[src/rtl/flow_ctrl_pkg.sv]
// Shared state encoding and default thresholds for the FIFO flow-control FSM.
package flow_ctrl_pkg;

  typedef enum logic [2:0] {
    ST_RESET  = 3'd0,
    ST_INIT   = 3'd1,
    ST_IDLE   = 3'd2,
    ST_ACTIVE = 3'd3,
    ST_PAUSE  = 3'd4,
    ST_ERROR  = 3'd5
  } state_t;

  localparam int DEF_HI_THR = 6;
  localparam int DEF_LO_THR = 2;

endpackage

[src/rtl/flow_ctrl_ch.sv]
// One FIFO channel: pause flag with hysteresis and a sticky error/full bit.
module flow_ctrl_ch #(
  parameter int DEPTH = 8,
  parameter int OCC_W = $clog2(DEPTH + 1)
) (
  input  logic             clk,
  input  logic             reset,
  input  logic             clr,
  input  logic             err_clear,
  input  logic [OCC_W-1:0] occ,
  input  logic [OCC_W-1:0] thr_hi,
  input  logic [OCC_W-1:0] thr_lo,
  input  logic             fifo_err,
  output logic             flag_next,
  output logic             err_next,
  output logic             err_set,
  output logic             empty,
  output logic             error_full
);

  logic flag_q;

  // Next values are exported so the FSM can decide on this cycle's sample.
  always_comb begin
    err_set   = fifo_err | (occ == OCC_W'(DEPTH));
    empty     = (occ == '0);
    flag_next = flag_q;
    if (clr)
      flag_next = 1'b0;
    else if (occ >= thr_hi)
      flag_next = 1'b1;
    else if (occ <= thr_lo)
      flag_next = 1'b0;
    err_next = clr ? 1'b0 : (err_set | (error_full & ~err_clear));
  end

  always_ff @(posedge clk) begin
    if (reset) begin
      flag_q     <= 1'b0;
      error_full <= 1'b0;
    end else begin
      flag_q     <= flag_next;
      error_full <= err_next;
    end
  end

endmodule

[src/rtl/flow_ctrl_fsm.sv]
// Flow-control FSM: watches FIFO occupancies and issues per-channel pause/continue.
module flow_ctrl_fsm
  import flow_ctrl_pkg::*;
#(
  parameter int NUM_CH = 4,
  parameter int DEPTH  = 8,
  parameter int OCC_W  = $clog2(DEPTH + 1),
  parameter int CNT_W  = 16,
  parameter int DEF_HI = DEF_HI_THR,
  parameter int DEF_LO = DEF_LO_THR
) (
  input  logic                    clk,
  input  logic                    reset,
  input  logic                    init,
  input  logic [OCC_W-1:0]        thr_hi_in,
  input  logic [OCC_W-1:0]        thr_lo_in,
  input  logic [NUM_CH*OCC_W-1:0] occ,
  input  logic [NUM_CH-1:0]       fifo_err,
  input  logic                    err_clr,
  output logic [2:0]              state,
  output logic                    idle,
  output logic [NUM_CH-1:0]       pause,
  output logic [NUM_CH-1:0]       continue_o,
  output logic [NUM_CH-1:0]       error_full,
  output logic                    cfg_err,
  output logic [CNT_W-1:0]        pause_cycles
);

  state_t             state_q, state_next;
  logic [OCC_W-1:0]   thr_hi, thr_lo;
  logic [NUM_CH-1:0]  flag_next, err_next, err_set, empty;
  logic               ch_clr, err_clear, cfg_ok;

  assign state = state_q;

  // Flags and errors only run in the operating states; any path into INIT wipes them.
  assign ch_clr    = init | (state_q == ST_RESET) | (state_q == ST_INIT);
  assign err_clear = (state_q == ST_ERROR) & err_clr & ~(|err_set);
  assign cfg_ok    = (thr_lo_in < thr_hi_in) && (thr_hi_in <= OCC_W'(DEPTH));

  for (genvar i = 0; i < NUM_CH; i++) begin : g_ch
    flow_ctrl_ch #(
      .DEPTH (DEPTH),
      .OCC_W (OCC_W)
    ) u_ch (
      .clk        (clk),
      .reset      (reset),
      .clr        (ch_clr),
      .err_clear  (err_clear),
      .occ        (occ[i*OCC_W +: OCC_W]),
      .thr_hi     (thr_hi),
      .thr_lo     (thr_lo),
      .fifo_err   (fifo_err[i]),
      .flag_next  (flag_next[i]),
      .err_next   (err_next[i]),
      .err_set    (err_set[i]),
      .empty      (empty[i]),
      .error_full (error_full[i])
    );
  end

  always_comb begin
    state_next = state_q;
    case (state_q)
      ST_RESET: state_next = init ? ST_INIT : ST_RESET;
      ST_INIT:  state_next = init ? ST_INIT : ST_IDLE;
      ST_IDLE, ST_ACTIVE, ST_PAUSE, ST_ERROR: begin
        if (init)
          state_next = ST_INIT;
        else if (|err_next)
          state_next = ST_ERROR;
        else begin
          case (state_q)
            ST_IDLE:   state_next = (&empty) ? ST_IDLE : ST_ACTIVE;
            ST_ACTIVE: begin
              if (|flag_next)
                state_next = ST_PAUSE;
              else if (&empty)
                state_next = ST_IDLE;
            end
            ST_PAUSE: begin
              if (!(|flag_next))
                state_next = (&empty) ? ST_IDLE : ST_ACTIVE;
            end
            default:   state_next = ST_IDLE;
          endcase
        end
      end
      default: state_next = ST_RESET;
    endcase
  end

  // Outputs are derived from the next state so they land in the same edge as the state.
  always_ff @(posedge clk) begin
    if (reset) begin
      state_q      <= ST_RESET;
      thr_hi       <= OCC_W'(DEF_HI);
      thr_lo       <= OCC_W'(DEF_LO);
      idle         <= 1'b0;
      pause        <= '0;
      continue_o   <= '0;
      cfg_err      <= 1'b0;
      pause_cycles <= '0;
    end else begin
      state_q <= state_next;
      idle    <= (state_next == ST_IDLE);
      cfg_err <= (state_q == ST_INIT) && !cfg_ok;
      if ((state_q == ST_INIT) && cfg_ok) begin
        thr_hi <= thr_hi_in;
        thr_lo <= thr_lo_in;
      end
      case (state_next)
        ST_ACTIVE, ST_PAUSE: begin
          pause      <= flag_next;
          continue_o <= ~flag_next;
        end
        ST_ERROR: begin
          pause      <= '1;
          continue_o <= '0;
        end
        default: begin
          pause      <= '0;
          continue_o <= '0;
        end
      endcase
      if (state_next == ST_INIT)
        pause_cycles <= '0;
      else if ((state_next == ST_PAUSE) && (pause_cycles != '1))
        pause_cycles <= pause_cycles + 1'b1;
    end
  end

endmodule

[config.mk]
export PLATFORM = sky130hd
export DESIGN_NAME = flow_ctrl_fsm
export DESIGN_NICKNAME = d
export VERILOG_FILES = /design/src/rtl/flow_ctrl_pkg.sv /design/src/rtl/flow_ctrl_ch.sv /design/src/rtl/flow_ctrl_fsm.sv
export SDC_FILE = /design/constraint.sdc
export NUM_CORES = 1
export LEC_CHECK = 0
export ABC_AREA = 1
export CORE_MARGIN = 3
export CORE_UTILIZATION = 55
export DETAILED_ROUTE_END_ITERATION = 8
export MAX_ROUTING_LAYER = met4
export PLACE_DENSITY = 0.84
export SLEW_MARGIN = 20
export SYNTH_ARGS = -nofsm -noshare
export SYNTH_HDL_FRONTEND = slang
export SYNTH_HIERARCHICAL = 1
export SYNTH_SLANG_ARGS = --single-unit
export TNS_END_PERCENT = 50
[constraint.sdc]
create_clock -name clk -period 6.55 [get_ports clk]
set_input_delay 0.9825 -clock clk [delete_from_list [all_inputs] [get_ports clk]]
set_output_delay 0.9825 -clock clk [all_outputs]
set_load 0.02 [all_outputs]
==> results.cfg <==
[clock_tree]
hold_buffers = 0
cts.clk_slew.worst_paths_ns = 0.09
clkSinkCount = 45
clk-insertion-delay-late_ns = 0.30
cts_tree = built
cts-resized-gates = 0
htreeDepth = 2
post-cts-setup-buffers = 0
cts_root_buf = clkbuf_8
clockBufferDepth = 2
numCtsBuffers = 5

[timing]
fmax_mhz = 272
setup_tns_ns = 0
period_share_pct = 56.2
fin_worst_skew_ns = 0.00758
rsz0062_at_grt = false
finalCriticalPeriod_ns = 3.68
maxSlewHeadroom_pct = 46.1
slew_violations = 0
setup_viol = 0
hold_viol = 0
tightestPinTransition_ns = 0.806

[detailed_routing]
drtPass1Iterations = 4
drtIter0Drc = 221
vias = 3264
drc = 0
totalWireLength_um = 8040
viasPerCell = 5.18
ant_nets = 0
wl_per_cell_um = 12.8

[synth]
synthTopCellsByArea = dfxtp_1 (27%), nand2_1 (15%), ha_1 (14%)
ys_ff_latch = 45
syn_area_per_cell_um2 = 6.82
synthCells = 494
synth_area_um2 = 3370
synth_top_cell_area_share_pct = 26.7
yosys-top-cells-count = nand2_1 (137), inv_1 (96), dfxtp_1 (45), ha_1 (37), nor2_1 (34)
synth_ff_type = dfxtp_1
synth-async-reset-ratio_pct = 0
ys_seq_area_share_pct = 26.7
synth_top_area_cell = dfxtp_1
synthesis.nets = 563
yosysMostFrequentCell = nand2_1
yosys_warnings = 6
ys_types = 38
synth_enable_flop_cells = 0

[critical_path]
r2r_start = thr_hi[2]
r2r-end = pause_cycles[2]
worst_r2r_path_depth = 21
crit_type = input pin to register
crit_path_end_kind = register
critPathRequiredTime_ns = 6.73
cp-start-kind = input pin
r2r_slack_ns = 3.77
timing.critical_path.fanout_max = 20
cp.arrival_ns = 3.86

[cells_and_area]
diodes = 0
drive_gt1_share_pct = 7.89
area_growth_pct = 22.5
nets = 626
n_fill_cell = 469
fin_area_um2 = 4130

[grt]
grt_max_degree = 21
grt_overflow = 0
grt_pass1_vias = 3085
grt_util_all_layers_pct = 23.3
grt_pass1_wl_um = 13600
antenna_found_initial = 0

[floorplanning]
start_util_pct = 59.0
coreArea_um2 = 5710
fp.dieW_um = 84.3
io-pin-count = 65
die_y_um = 84.3
rows = 27
dieArea_um2 = 7100

[power_and_ir_drop]
sequentialPowerShare_pct = 48.0
p_sw_uw = 182
powerDensity_nw_per_um2 = 143
power.leakage_nw = 2.01
comb_power_share_pct = 21.3
swShare_pct = 30.9
clkPwrFrac_pct = 30.7
intPower_uw = 407
ir_drop_v = 0.000137
power_uw = 589

[min_path]
min_to = pause_cycles[13]
min_from = pause_cycles[13]
min_path_type = register to register
worstHoldPathCells = 2

[place]
hpwl_um = 6340
place_area_um2 = 4040
numPortBuffers = 64
globalplace.congestion = 0.899

[status]
status = completed

[run]
cap_viol_max_count = 0
## logic make-up after synthesis
logic type,Yosys count,synth area share (%)
adders and majority gates,37,13.7
DFF,45,26.7
and+or+nand+nor,248,35.2
buffers and inverters,108,13.1
xor gates and xnor gates,12,3.12
AOI/OAI and AO/OA,44,8.17
## metal layers
metal	share of wire [%]	wire (um)	track usage (%)
met1	46	3670	28.6
met2	48	3880	39.2
met3	4.2	335	3.83
met4	1.8	147	7.16
met5	0	0	-
## flip-flops by register name, indices dropped and copies added, names as in the netlist
signal	cells
pause_cycles	16
continue_o	4
g_ch.u_ch/error_full	4
g_ch.u_ch/flag_q	4
pause	4
thr_hi	4
thr_lo	4
state	3
cfg_err	1
idle	1
## how the worst max path moves through the flow
stage / start / endpoint / slack (ns) / depth (start not counted)
finish: occ[14] / pause_cycles[6] / 2.87 / 15
global route: occ[14] / pause_cycles[6] / 2.54 / 17
CTS: occ[5] / pause_cycles[6] / 2.88 / 15
detailed placement: occ[5] / pause_cycles[2] / 2.57 / 15
global placement: occ[2] / pause_cycles[10] / 2.75 / 15
floorplan: occ[5] / continue_o[0] / 3.68 / 16
## placed cells by master, fill, tap and decap left out, drive strengths merged
cell / instances
o21a: 4
o21ai: 2
clkdlybuf4s50: 64
xnor2: 3
clkbuf: 5
nand4: 19
xor2: 9
a21o: 1
o211ai: 6
nand3: 24
o31ai: 1
clkinvlp: 1
dfxtp: 45
nor3: 11
and3: 1
nor2: 40
a21oi: 29
ha: 37
clkinv: 2
nor4: 6
nand2: 146
or2: 1
inv: 100
a31oi: 1
## stage by stage
stage / worst slack [ns] / hold slack [ns] / util [%] / cells
floorplan: 3.68 / 0.484 / - / 494
global placement: 2.75 / 0.480 / 70.7 / 622
detailed placement: 2.57 / 0.491 / 70.7 / 622
CTS: 2.88 / 0.507 / 72.3 / 630
global route: 2.54 / 0.526 / 72.3 / 630
finish: 2.87 / 0.512 / 72.3 / 630
## final cells by class
| type | count | area (um^2) | area share, % |
|---|---|---|---|
| Clock buffer | 5 | 68.8 | 1.67 |
| Clock inverter | 3 | 25.0 | 0.606 |
| Inverter | 100 | 375 | 9.09 |
| Multi-Input combinational cell | 341 | 2030 | 49.1 |
| Sequential cell | 45 | 901 | 21.8 |
| Tap cell | 72 | 90.1 | 2.18 |
| Timing Repair Buffer | 64 | 641 | 15.5 |
## power groups by stage
stage | registers, mW | logic [mW] | clock network [mW]
finish | 0.283 | 0.125 | 0.181
global route | 0.284 | 0.140 | 0.194
CTS | 0.283 | 0.125 | 0.182
detailed placement | 0.289 | 0.125 | 0
global placement | 0.289 | 0.119 | 0
floorplan | 0.290 | 0.0781 | 0
## worst max-delay path: stages
cell,delay (ns)
clkdlybuf4s50_1,0.57
nor3_2,0.05
nand2_1,0.11
nand2_1,0.08
nor4_1,0.19
and3_1,0.34
o211ai_2,0.12
nand2_2,0.09
inv_1,0.07
nor4_2,0.34
nand2_1,0.11
nand2_2,0.32
nand3_4,0.27
nand2_1,0.14
a21oi_1,0.07
(Power assumes the default switching activity.)
